--- src/rtl/frame_serializer.sv ---
// Captures one R_I x C_I frame over a load handshake and streams it out one pixel per beat in raster order.
// Define FRAME_CHECKSUM_EN to append a checksum beat (sum of all pixels mod 2^W_I) after the last pixel.
module frame_serializer #(
    parameter int R_I = 5,
    parameter int C_I = 5,
    parameter int W_I = 8,
    localparam int RW = (R_I > 1) ? $clog2(R_I) : 1,
    localparam int CW = (C_I > 1) ? $clog2(C_I) : 1
) (
    input  logic                         clk,
    input  logic                         rst,
    input  logic                         cen,
    input  logic                         s_valid,
    output logic                         s_ready,
    input  logic [R_I-1:0][C_I-1:0][W_I-1:0] s_img,
    output logic                         m_valid,
    input  logic                         m_ready,
    output logic [W_I-1:0]               m_data,
    output logic [RW-1:0]                m_row,
    output logic [CW-1:0]                m_col,
    output logic                         m_last,
    output logic                         busy
);

    localparam logic [RW-1:0] RMAX = RW'(R_I - 1);
    localparam logic [CW-1:0] CMAX = CW'(C_I - 1);

`ifdef FRAME_CHECKSUM_EN
    typedef enum logic [1:0] {IDLE, STREAM, CHK} state_t;
`else
    typedef enum logic [1:0] {IDLE, STREAM} state_t;
`endif

    state_t state, next;

    logic [R_I-1:0][C_I-1:0][W_I-1:0] frame;
    logic [RW-1:0] r;
    logic [CW-1:0] c;
    logic          load;
    logic          beat;
    logic          at_end;

`ifdef FRAME_CHECKSUM_EN
    logic [W_I-1:0] sum;
`endif

    always_ff @(posedge clk) begin
        if (rst)
            state <= IDLE;
        else
            state <= next;
    end

    // Outputs are decoded from the held state and indices, so a stall or cen=0 keeps them stable.
    always_comb begin
        next    = state;
        s_ready = 1'b0;
        m_valid = 1'b0;
        m_data  = '0;
        m_row   = '0;
        m_col   = '0;
        m_last  = 1'b0;
        load    = 1'b0;
        beat    = 1'b0;
        at_end  = (r == RMAX) && (c == CMAX);
        case (state)
            IDLE: begin
                s_ready = 1'b1;
                if (cen && s_valid) begin
                    load = 1'b1;
                    next = STREAM;
                end
            end
            STREAM: begin
                m_valid = 1'b1;
                m_data  = frame[r][c];
                m_row   = r;
                m_col   = c;
                beat    = cen && m_ready;
`ifdef FRAME_CHECKSUM_EN
                if (beat && at_end)
                    next = CHK;
`else
                m_last = at_end;
                if (beat && at_end)
                    next = IDLE;
`endif
            end
`ifdef FRAME_CHECKSUM_EN
            CHK: begin
                m_valid = 1'b1;
                m_data  = sum;
                m_row   = RMAX;
                m_col   = CMAX;
                m_last  = 1'b1;
                if (cen && m_ready)
                    next = IDLE;
            end
`endif
            default: next = IDLE;
        endcase
    end

    // Indices return to (0,0) after the last pixel so they never address past the frame.
    always_ff @(posedge clk) begin
        if (rst) begin
            frame <= '0;
            r     <= '0;
            c     <= '0;
`ifdef FRAME_CHECKSUM_EN
            sum   <= '0;
`endif
        end else if (load) begin
            frame <= s_img;
            r     <= '0;
            c     <= '0;
`ifdef FRAME_CHECKSUM_EN
            sum   <= '0;
`endif
        end else if (beat) begin
            if (at_end) begin
                r <= '0;
                c <= '0;
            end else if (c == CMAX) begin
                r <= r + RW'(1);
                c <= '0;
            end else begin
                c <= c + CW'(1);
            end
`ifdef FRAME_CHECKSUM_EN
            sum <= sum + frame[r][c];
`endif
        end
    end

    assign busy = !s_ready;

endmodule

--- config.mk ---
export PLATFORM = sky130hd
export DESIGN_NAME = frame_serializer
export DESIGN_NICKNAME = d
export VERILOG_FILES = /design/src/rtl/frame_serializer.sv
export SDC_FILE = /design/constraint.sdc
export NUM_CORES = 1
export LEC_CHECK = 0
export BUFFER_PORTS_ARGS = -buffer_cell sky130_fd_sc_hd__buf_2
export CAP_MARGIN = 0
export CORE_MARGIN = 2
export CORE_UTILIZATION = 31
export DETAILED_ROUTE_END_ITERATION = 16
export HOLD_SLACK_MARGIN = 0.06
export PLACE_DENSITY_LB_ADDON = 0.1
export SYNTH_ARGS = -nofsm -noshare
export SYNTH_HDL_FRONTEND = slang
export SYNTH_SLANG_ARGS = --single-unit
--- constraint.sdc ---
create_clock -name clk -period 2.1 [get_ports clk]
set_input_delay 0.42 -clock clk [delete_from_list [all_inputs] [get_ports clk]]
set_output_delay 0.42 -clock clk [all_outputs]
set_load 0.05 [all_outputs]
==> results of run 1 <==
-- final cells by class --
type	instances	area, um2
multi-input cells	820	4750
clock inverters	7	121
clock buffers	35	692
inverters	8	52.6
well taps	384	480
flip-flops and latches	207	4160
repair buffers	305	2100
diodes	1	2.50
fillers	2972	16600
-- where the power goes --
group	internal [mW]	switching (mW)	total (mW)
logic	0.423	0.510	0.933
registers	4.11	0.124	4.23
clock network	2.64	1.65	4.30
total	7.17	2.29	9.46
-- kinds of logic after synthesis --
logic type                 count (synthesis)  share of synthesized area
and+or+nand+nor                          468                      0.196
AOI/OAI and AO/OA                        267                      0.162
DFF                                      207                      0.451
buffers and inverters                    102                     0.0481
muxes                                     80                      0.136
adders and majority gates                  4                    0.00545
xor gates and xnor gates                   1                   0.000954
-- critical path: cells and delay by family, from the launching register on --
kind / cells / cell delay (ns)
AO/OA/AOI/OAI: 3 / 0.73
buffers and inverters: 3 / 0.50
flip-flops: 1 / 0.41
multiplexers: 1 / 0.32
-- state kept, by name, indices dropped and copies added, names as in the netlist --
name / count
c: 3
r: 3
frame: 200
state: 1
-- per-stage QoR --
| stage | hold WS (ns) | instances | cell area, um2 |
|---|---|---|---|
| 2_1_floorplan | 0.432 | 1129 | 9260 |
| 3_3_place_gp | 0.442 | 1712 | 11200 |
| 3_5_place_dp | 0.446 | 1712 | 11200 |
| 4_1_cts | 0.112 | 1758 | 12200 |
| 5_1_grt | 0.117 | 1767 | 12400 |
| 6_report | 0.129 | 1767 | 12400 |
-- synthesized netlist by cell type (2+ instances only) --
cell / instances / share of area
nand2_1: 414 / 0.17
a21oi_1: 213 / 0.12
dfxtp_1: 207 / 0.45
clkbuf_1: 76 / 0.031
nor2_1: 32 / 0.013
mux4_2: 29 / 0.071
mux2i_1: 22 / 0.024
o211ai_1: 14 / 0.011
mux2_2: 13 / 0.016
mux2_4: 13 / 0.021
o21ai_0: 9 / 0.0049
o221ai_1: 7 / 0.0067
o2bb2ai_1: 7 / 0.0067
o31a_1: 7 / 0.0067
nand3_1: 6 / 0.0033
and3_1: 5 / 0.0034
buf_2: 5 / 0.0027
buf_6: 5 / 0.0061
inv_1: 5 / 0.0020
buf_1: 4 / 0.0016
buf_4: 4 / 0.0033
ha_1: 4 / 0.0055
nor3_1: 4 / 0.0022
inv_2: 3 / 0.0012
mux2_1: 3 / 0.0037
nor2b_1: 3 / 0.0020
a311oi_1: 2 / 0.0019
and2_1: 2 / 0.0014
-- worst max path at each step --
stage | cells past startpoint | from | to | slack (ns)
floorplan | 7 | c[0] | m_data[0] | -0.20
finish | 7 | r[0] | m_data[3] | -0.79
global placement | 7 | r[0] | m_data[3] | -0.30
global route | 7 | r[0] | m_data[2] | -0.85
CTS | 6 | r[0] | m_data[5] | -0.80
detailed placement | 7 | r[0] | m_data[3] | -0.31
-- layer usage --
metal  track usage  up-vias  routed length, um  share of wire
met5             0        -                  0              0
met4        0.0465        0                633          0.020
met3        0.0291       34               1430          0.045
met2         0.327      201              14700           0.46
met1         0.276     3984              14800           0.47
li1              -     4312                  -              -
-- what timing repair did --
item	CTS	global route
endpoints found under the setup margin	11	12
pin swaps	13	16
gates cloned	1	2
buffers inserted	3	9
gates resized for setup	31	32
==> flow_summary_export.csv, run 1 <==
group,metric,value,unit
flow_run,maxCapViolCount,0,
clocking,clock-root-buffer,"clkbuf_16",
critical_path,critPathMaxStageDelay,0.41,ns
sta,rsz0062_at_grt,"yes",
sta,tightestPinTransition,0.513,ns
floorplanning,rows,62,
critical_path,cpMostUsedCell,"buf_6",
route,wl_per_cell,17.9,um
logic_synthesis,yosys_warnings,0,
floorplanning,initial_core_util,0.317,
sta,post-route-min-period,2.89,ns
placed_design,dp_hpwl,23.8,mm
critical_path,cp_max_fo,7,
critical_path,worst_ep_arrival_time,2.47,ns
logic_synthesis,seq_area_frac_synth,0.451,
global_route,grt_start_max_net_pins,73,
critical_path,cp.required,1.68,ns
critical_path,worst_setup_path_end_kind,"output port",
power_and_ir_drop,p_per_area,765,nW/um2
logic_synthesis,synthArstFlopShare,0,
final_layout,final_cell_mix,"nand2_1, a21oi_1, buf_2",
route,drc_errors,0,
route,drt_iter0_markers,559,
route,dr.pass1.iters,5,
power_and_ir_drop,p_leak,4.79,nW
final_layout,num-nets-final,1575,
critical_path,r2r-start,"c[1]",
global_route,globalRouteOverflowTotal,0,
route,ant_nets,0,
logic_synthesis,synthCells,1129,
critical_path,r2r_end,"c[0]",
floorplanning,die_w,176,um
floorplanning,die_h,176,um
final_layout,fin_util,0.427,
logic_synthesis,postSynthAreaPerCell,8.13,um2
clocking,clk_latency,0.53,ns
sta,setup_viol,10,
clocking,cts_buffers,24,
power_and_ir_drop,finalPower,9.46,mW
clocking,cts_tree,"yes",
sta,maxSlewViolCount,0,
logic_synthesis,synth_edf_count,0,
clocking,path_clk_slew,0.06,ns
final_layout,drive_above_1_share,0.312,
global_route,first_global_vias,8357,
clocking,cts_sinks,207,
logic_synthesis,ys_ff_latch,207,
final_layout,synthToLayoutAreaGrowth,34.7,%
sta,hold_violations,0,
global_route,grt_usage,0.199,
critical_path,critPathKind,"flip-flop to output port",
logic_synthesis,synth_area,9180,um2
critical_path,ff2ff_setup_slack,0.22,ns
status,outcome,"finished with violations",
sta,tns,-6.19,ns
critical_path,reg2regPathDepth,7,
worst_hold_path,hold_start,"s_img[146]",
final_layout,layout_commonest_cell,"nand2_1",
sta,post-route-period-util,1.37,
floorplanning,dieArea,31000,um2
critical_path,crit_slowest_cell,"dfxtp_4",
global_route,antenna_found_initial,1,
worst_hold_path,hp-class,"primary input to flip-flop",
worst_hold_path,min_path_cells,3,
sta,setup_ws,-0.785,ns
route,viasPerCell,4.83,
route,wirelength,31.6,mm
power_and_ir_drop,vdd_drop_max,0.473,mV
worst_hold_path,holdPathEnd,"frame[146]",
sta,max_freq,0.347,GHz
sta,relSlewSlack,0.658,
global_route,grt_pass1_wl,47.7,mm
placed_design,place.gp.congestion,0.803,
clocking,max-clock-path-buffers,3,
placed_design,pre_cts_slack,-0.310,ns
clocking,cts_htree_levels,1,
logic_synthesis,yosysUniqueCellTypes,39,
critical_path,cp_cell_sequence,"buf_4 -> buf_6 -> mux2_1 -> a222oi_1 -> o32a_1 -> a311oi_4 -> buf_6",
logic_synthesis,syn-num-nets,1338,
floorplanning,core-area,28900,um2
critical_path,start_kind,"flip-flop",
sta,finClkSkew,0.0152,ns
clocking,hold_buffers,0,
status,violations,"setup timing",
floorplanning,ios,223,
logic_synthesis,synth_ff_type,"dfxtp_1",
placed_design,numPortBuffers,222,
route,dr_total_vias,8531,
Note: power is estimated with default switching activity, not from simulation.
==> run 2: changes to the inputs <==
==> constraint.sdc (replaced) <==
create_clock -name clk -period 2.1 [get_ports clk]
set_input_delay 0.42 -clock clk [delete_from_list [all_inputs] [get_ports clk]]
set_output_delay 0.42 -clock clk [all_outputs]
set_load 0.005 [all_outputs]
==> run 2 against run 1 <==
Against the previous run:
- the run still ends with setup timing left
- non-clock buffer count decreased by 9
- worst hold slack improved by 0.0088 ns
- count of clock-buffer cells in the layout shrank 2
- cell count decreased by 0.51%
- sequential power is essentially flat
- first-iteration DRC count decreased by 3.4%
- critical path type unchanged
- largest cell class unchanged
- highest routed layer unchanged
==> flow_summary_export.csv, run 2 (synthesized netlist as in run 1, its figures left out) <==
group,metric,value,unit
route,ant_nets,0,
worst_hold_path,min_path_cells,3,
power_and_ir_drop,p_per_area,787,nW/um2
clocking,path_clk_slew,0.06,ns
global_route,antenna_found_initial,0,
placed_design,dp_hpwl,23.4,mm
critical_path,start_kind,"flip-flop",
power_and_ir_drop,vdd_drop_max,0.577,mV
global_route,first_global_vias,8336,
final_layout,reg_top3,"frame x200, c x3, r x3",
route,drc_errors,0,
clocking,cts_buffers,24,
clocking,hold_buffers,0,
route,wl_per_cell,17.7,um
floorplanning,dieArea,31000,um2
floorplanning,die_h,176,um
route,wirelength,31.1,mm
sta,timing.hold.ws,0.138,ns
power_and_ir_drop,p_leak,4.70,nW
critical_path,worst_setup_path_end_kind,"output port",
route,dr_total_vias,8505,
sta,hold_violations,0,
placed_design,numPortBuffers,222,
sta,maxSlewViolCount,0,
sta,setup_viol,9,
clocking,clk_latency,0.52,ns
floorplanning,ios,223,
status,violations,"setup timing",
final_layout,n_antenna_cell,0,
final_layout,regMostFlops,"frame",
clocking,clock-root-buffer,"clkbuf_16",
final_layout,num-nets-final,1566,
critical_path,critPathKind,"flip-flop to output port",
status,outcome,"finished with violations",
clocking,max-clock-path-buffers,3,
global_route,grt_usage,0.196,
final_layout,largest_reg_flops,200,
floorplanning,die_w,176,um
sta,tightestPinTransition,0.621,ns
placed_design,placed_area,11000,um2
route,dr.pass1.iters,7,
clocking,cts_htree_levels,1,
critical_path,cp_max_fo,7,
final_layout,final_cell_mix,"nand2_1, buf_2, a21oi_1",
critical_path,worst_ep_arrival_time,2.44,ns
sta,tns,-5.76,ns
sta,max_freq,0.350,GHz
sta,post-route-period-util,1.36,
sta,relSlewSlack,0.586,
final_layout,synthToLayoutAreaGrowth,31.9,%
global_route,grt_pass1_wl,47.1,mm
global_route,globalRouteOverflowTotal,0,
route,viasPerCell,4.84,
placed_design,place.gp.congestion,0.838,
clocking,cts_tree,"yes",
flow_run,maxCapViolCount,0,
sta,post-route-min-period,2.86,ns
sta,finClkSkew,0.00744,ns
final_layout,drive_above_1_share,0.302,
critical_path,cp.required,1.68,ns
route,drt_iter0_markers,540,
critical_path,reg2regPathDepth,7,
worst_hold_path,hp-class,"primary input to flip-flop",
floorplanning,rows,62,
final_layout,layout_commonest_cell,"nand2_1",
sta,rsz0062_at_grt,"yes",
global_route,grt_start_max_net_pins,92,
floorplanning,core-area,28900,um2
floorplanning,initial_core_util,0.317,
final_layout,final_cell_area,12100,um2
clocking,cts_sinks,207,
sta,setup_ws,-0.761,ns
[run 2: cell types whose count changed in the layout (fill, tap and decap cells not counted), moves of 3 or more]
cell / delta
buf_2: +13
buf_4: -13
clkbuf_16: -3
clkinvlp_4: +3
[run 2: critical path, stage by stage, from the launching register on]
cell      delay, ns
dfxtp_4        0.40
buf_6          0.14
buf_6          0.13
mux2_4         0.31
mux4_2         0.47
o221ai_2       0.14
o211ai_1       0.17
buf_2          0.18
[run 2: power by group]
part / internal (mW) / switching [mW]
clock network: 2.72 / 1.69
logic: 0.406 / 0.482
registers: 4.11 / 0.129
[run 2: through the flow]
stage,instances,total power [mW],util,worst slack (ns)
floorplan,1129,4.76,-,0.0591
global placement,1707,5.20,0.381,-0.304
detailed placement,1707,5.20,0.381,-0.339
CTS,1758,9.64,0.417,-0.775
global route,1758,9.90,0.418,-0.793
finish,1758,9.53,0.418,-0.761
[run 2: final timing paths]
kind               endpoint  startpoint  slack (ns)
hold / removal    frame[95]   s_img[95]        0.14
setup reg to reg   state[0]        c[0]        0.30
setup / recovery  m_data[6]        r[0]       -0.76
hold reg to reg   frame[33]   frame[33]        0.45
[run 2: area by class of cell]
cell class,count,area (um2)
Inverter,8,42.5
Sequential cell,207,4150
Timing Repair Buffer,296,1880
Clock inverter,10,135
Fill cell,2983,16800
Multi-Input combinational cell,820,4710
Clock buffer,33,707
Tap cell,384,480
[run 2: repair_timing]
action	4_1_cts	5_1_grt
cloned	1	0
buffers inserted	8	1
pin swaps	15	6
resized for setup	31	11
endpoints found under the setup margin	10	11
[run 2: routing by layer]
layer / up-vias / routed length (um) / GRT usage
met1: 3968 / 15600 / 0.297
met5: - / 0 / 0
met4: 0 / 611 / 0.0410
met3: 33 / 1690 / 0.0301
li1: 4276 / - / -
met2: 228 / 13200 / 0.293
==> run 3: changes to the inputs <==
--- a/config.mk
+++ b/config.mk
@@ -10,8 +10,10 @@
 export CORE_MARGIN = 2
 export CORE_UTILIZATION = 31
 export DETAILED_ROUTE_END_ITERATION = 16
+export GPL_ROUTABILITY_DRIVEN = 0
 export HOLD_SLACK_MARGIN = 0.06
 export PLACE_DENSITY_LB_ADDON = 0.1
+export SKIP_CTS_REPAIR_TIMING = 1
 export SYNTH_ARGS = -nofsm -noshare
 export SYNTH_HDL_FRONTEND = slang
 export SYNTH_SLANG_ARGS = --single-unit
==> run 3 against run 2 <==
Against the previous run:
- the flow still finishes with violations (setup timing)
- clock skew is essentially flat
- die area is the same
- utilization shrank 0.38 points
- global-route usage shrank 0.22 points
- worst setup slack lost 0.027 ns
- combinational power shrank 1%
- non-clock buffer count shrank 4
- fmax shrank 0.94%
- sequential power is essentially flat
==> flow_summary_export.csv, run 3 (synthesized netlist as in run 1, its figures left out) <==
group,metric,value,unit
critical_path,r2r_end,"frame[163]",
route,dr_total_vias,8540,
sta,relSlewSlack,0.587,
final_layout,final_cell_area,12000,um2
floorplanning,dieArea,31000,um2
sta,finClkSkew,0.00703,ns
global_route,globalRouteOverflowTotal,0,
sta,hold_violations,0,
sta,maxSlewViolCount,0,
floorplanning,core-area,28900,um2
critical_path,worst_setup_path_end_kind,"output port",
critical_path,critPathMaxStageDelay,0.48,ns
global_route,antenna_found_initial,0,
floorplanning,die_h,176,um
final_layout,drive_above_1_share,0.295,
floorplanning,die_w,176,um
route,wirelength,30.8,mm
global_route,grt_pass1_wl,46.5,mm
placed_design,pre_cts_slack,-0.339,ns
critical_path,cp_cell_sequence,"buf_6 -> buf_6 -> mux2_4 -> mux4_2 -> o221ai_2 -> o211ai_1 -> buf_2",
final_layout,regMostFlops,"frame",
critical_path,ff2ff_setup_slack,0.37,ns
status,violations,"setup timing",
critical_path,r2r-start,"state[0]",
clocking,clock-root-buffer,"clkbuf_16",
clocking,max-clock-path-buffers,3,
sta,max_freq,0.346,GHz
route,ant_nets,0,
final_layout,fin_cells,1754,
final_layout,multi_input_area,4660,um2
sta,post-route-min-period,2.89,ns
critical_path,crit_family,"multiplexers",
power_and_ir_drop,p_leak,4.66,nW
status,outcome,"finished with violations",
global_route,grt_start_max_net_pins,92,
placed_design,dp_hpwl,23.4,mm
clocking,clk_latency,0.52,ns
final_layout,n_antenna_cell,0,
worst_hold_path,hold_start,"s_img[130]",
worst_hold_path,hp-class,"primary input to flip-flop",
critical_path,cp_max_fo,6,
route,drt_iter0_markers,581,
worst_hold_path,holdPathEnd,"frame[130]",
final_layout,fin_util,0.415,
sta,tns,-5.92,ns
sta,post-route-period-util,1.38,
critical_path,cp.required,1.68,ns
final_layout,nFillCells,2998,
power_and_ir_drop,vdd_drop_max,0.577,mV
critical_path,cpMostUsedCell,"buf_6",
global_route,grt_usage,0.194,
final_layout,final_cell_mix,"nand2_1, buf_2, a21oi_1",
final_layout,largest_reg_flops,200,
clocking,path_clk_slew,0.06,ns
critical_path,critPathKind,"flip-flop to output port",
power_and_ir_drop,p_per_area,794,nW/um2
critical_path,worst_ep_arrival_time,2.47,ns
final_layout,synthToLayoutAreaGrowth,30.7,%
global_route,first_global_vias,8261,
placed_design,place_inst,1707,
floorplanning,ios,223,
final_layout,layout_commonest_cell,"nand2_1",
sta,tightestPinTransition,0.620,ns
critical_path,start_kind,"flip-flop",
sta,setup_ws,-0.788,ns
route,viasPerCell,4.87,
critical_path,reg2regPathDepth,6,
floorplanning,rows,62,
final_layout,reg_top3,"frame x200, c x3, r x3",
critical_path,crit_slowest_cell,"mux4_2",
floorplanning,initial_core_util,0.317,
clocking,cts_tree,"yes",
clocking,cts_sinks,207,
placed_design,placed_area,11000,um2
final_layout,num-nets-final,1562,
clocking,cts_htree_levels,1,
flow_run,maxCapViolCount,0,
placed_design,numPortBuffers,222,
route,drc_errors,0,
route,dr.pass1.iters,5,
route,wl_per_cell,17.6,um
final_layout,seqCellArea,4150,um2
critical_path,path_buf_inv,3,
clocking,cts_buffers,24,
sta,setup_viol,9,
worst_hold_path,min_path_cells,3,
sta,rsz0062_at_grt,"yes",
## run 3: cell types whose count changed in the layout (fill, tap and decap cells not counted), moves of 2 or more
| cell | before | now |
|---|---|---|
| buf_6 | 10 | 7 |
| mux2_2 | 10 | 13 |
| mux2_4 | 16 | 13 |
| nor2_1 | 28 | 31 |
| nor2_2 | 3 | 1 |
| o221ai_1 | 2 | 4 |
| o221ai_2 | 5 | 3 |
## run 3: worst max path at each step
stage | startpoint | end | slack, ns | depth (start not counted)
after floorplan | r[0] | m_data[0] | 0.06 | 5
after global placement | c[0] | m_data[3] | -0.30 | 7
after detailed placement | c[0] | m_data[3] | -0.34 | 7
after CTS | c[0] | m_data[3] | -0.89 | 7
after global routing | r[0] | m_data[1] | -0.82 | 7
final | r[0] | m_data[1] | -0.79 | 7
## run 3: metrics by stage
stage	power [mW]	hold WS [ns]
after global placement	5.20	0.442
after detailed placement	5.20	0.446
after global routing	9.89	0.138
final	9.52	0.139
after floorplan	4.76	0.432
after CTS	9.62	0.121
## run 3: power by group
| part | switching [mW] | leakage (nW) | total (mW) | internal [mW] |
|---|---|---|---|---|
| registers | 0.129 | 1.69 | 4.24 | 4.11 |
| clock network | 1.69 | 0.401 | 4.41 | 2.72 |
| logic | 0.477 | 2.57 | 0.877 | 0.399 |
| total | 2.29 | 4.66 | 9.52 | 7.23 |
## run 3: layout make-up
class                      instances  area share
timing repair buffer             292       0.152
inverter                           8     0.00271
tap                              384      0.0401
clock buffer                      33      0.0589
multi-input combinational        820       0.388
sequential                       207       0.346
clock inverter                    10      0.0113
## run 3: worst register-to-register path, cell delays in order, from the launching register on
cell and delay (ns):
dfxtp_1 0.37, inv_2 0.08, buf_4 0.20, and3_4 0.42, buf_12 0.27, nand2_1 0.19, a21oi_1 0.14
## run 3: per-layer routing
metal  track usage  share of wire  vias up
li1              -              -     4264
met1         0.295           0.49     3974
met2         0.292           0.43      271
met3        0.0282          0.062       31
met4        0.0355          0.016        0
met5             0              0        -
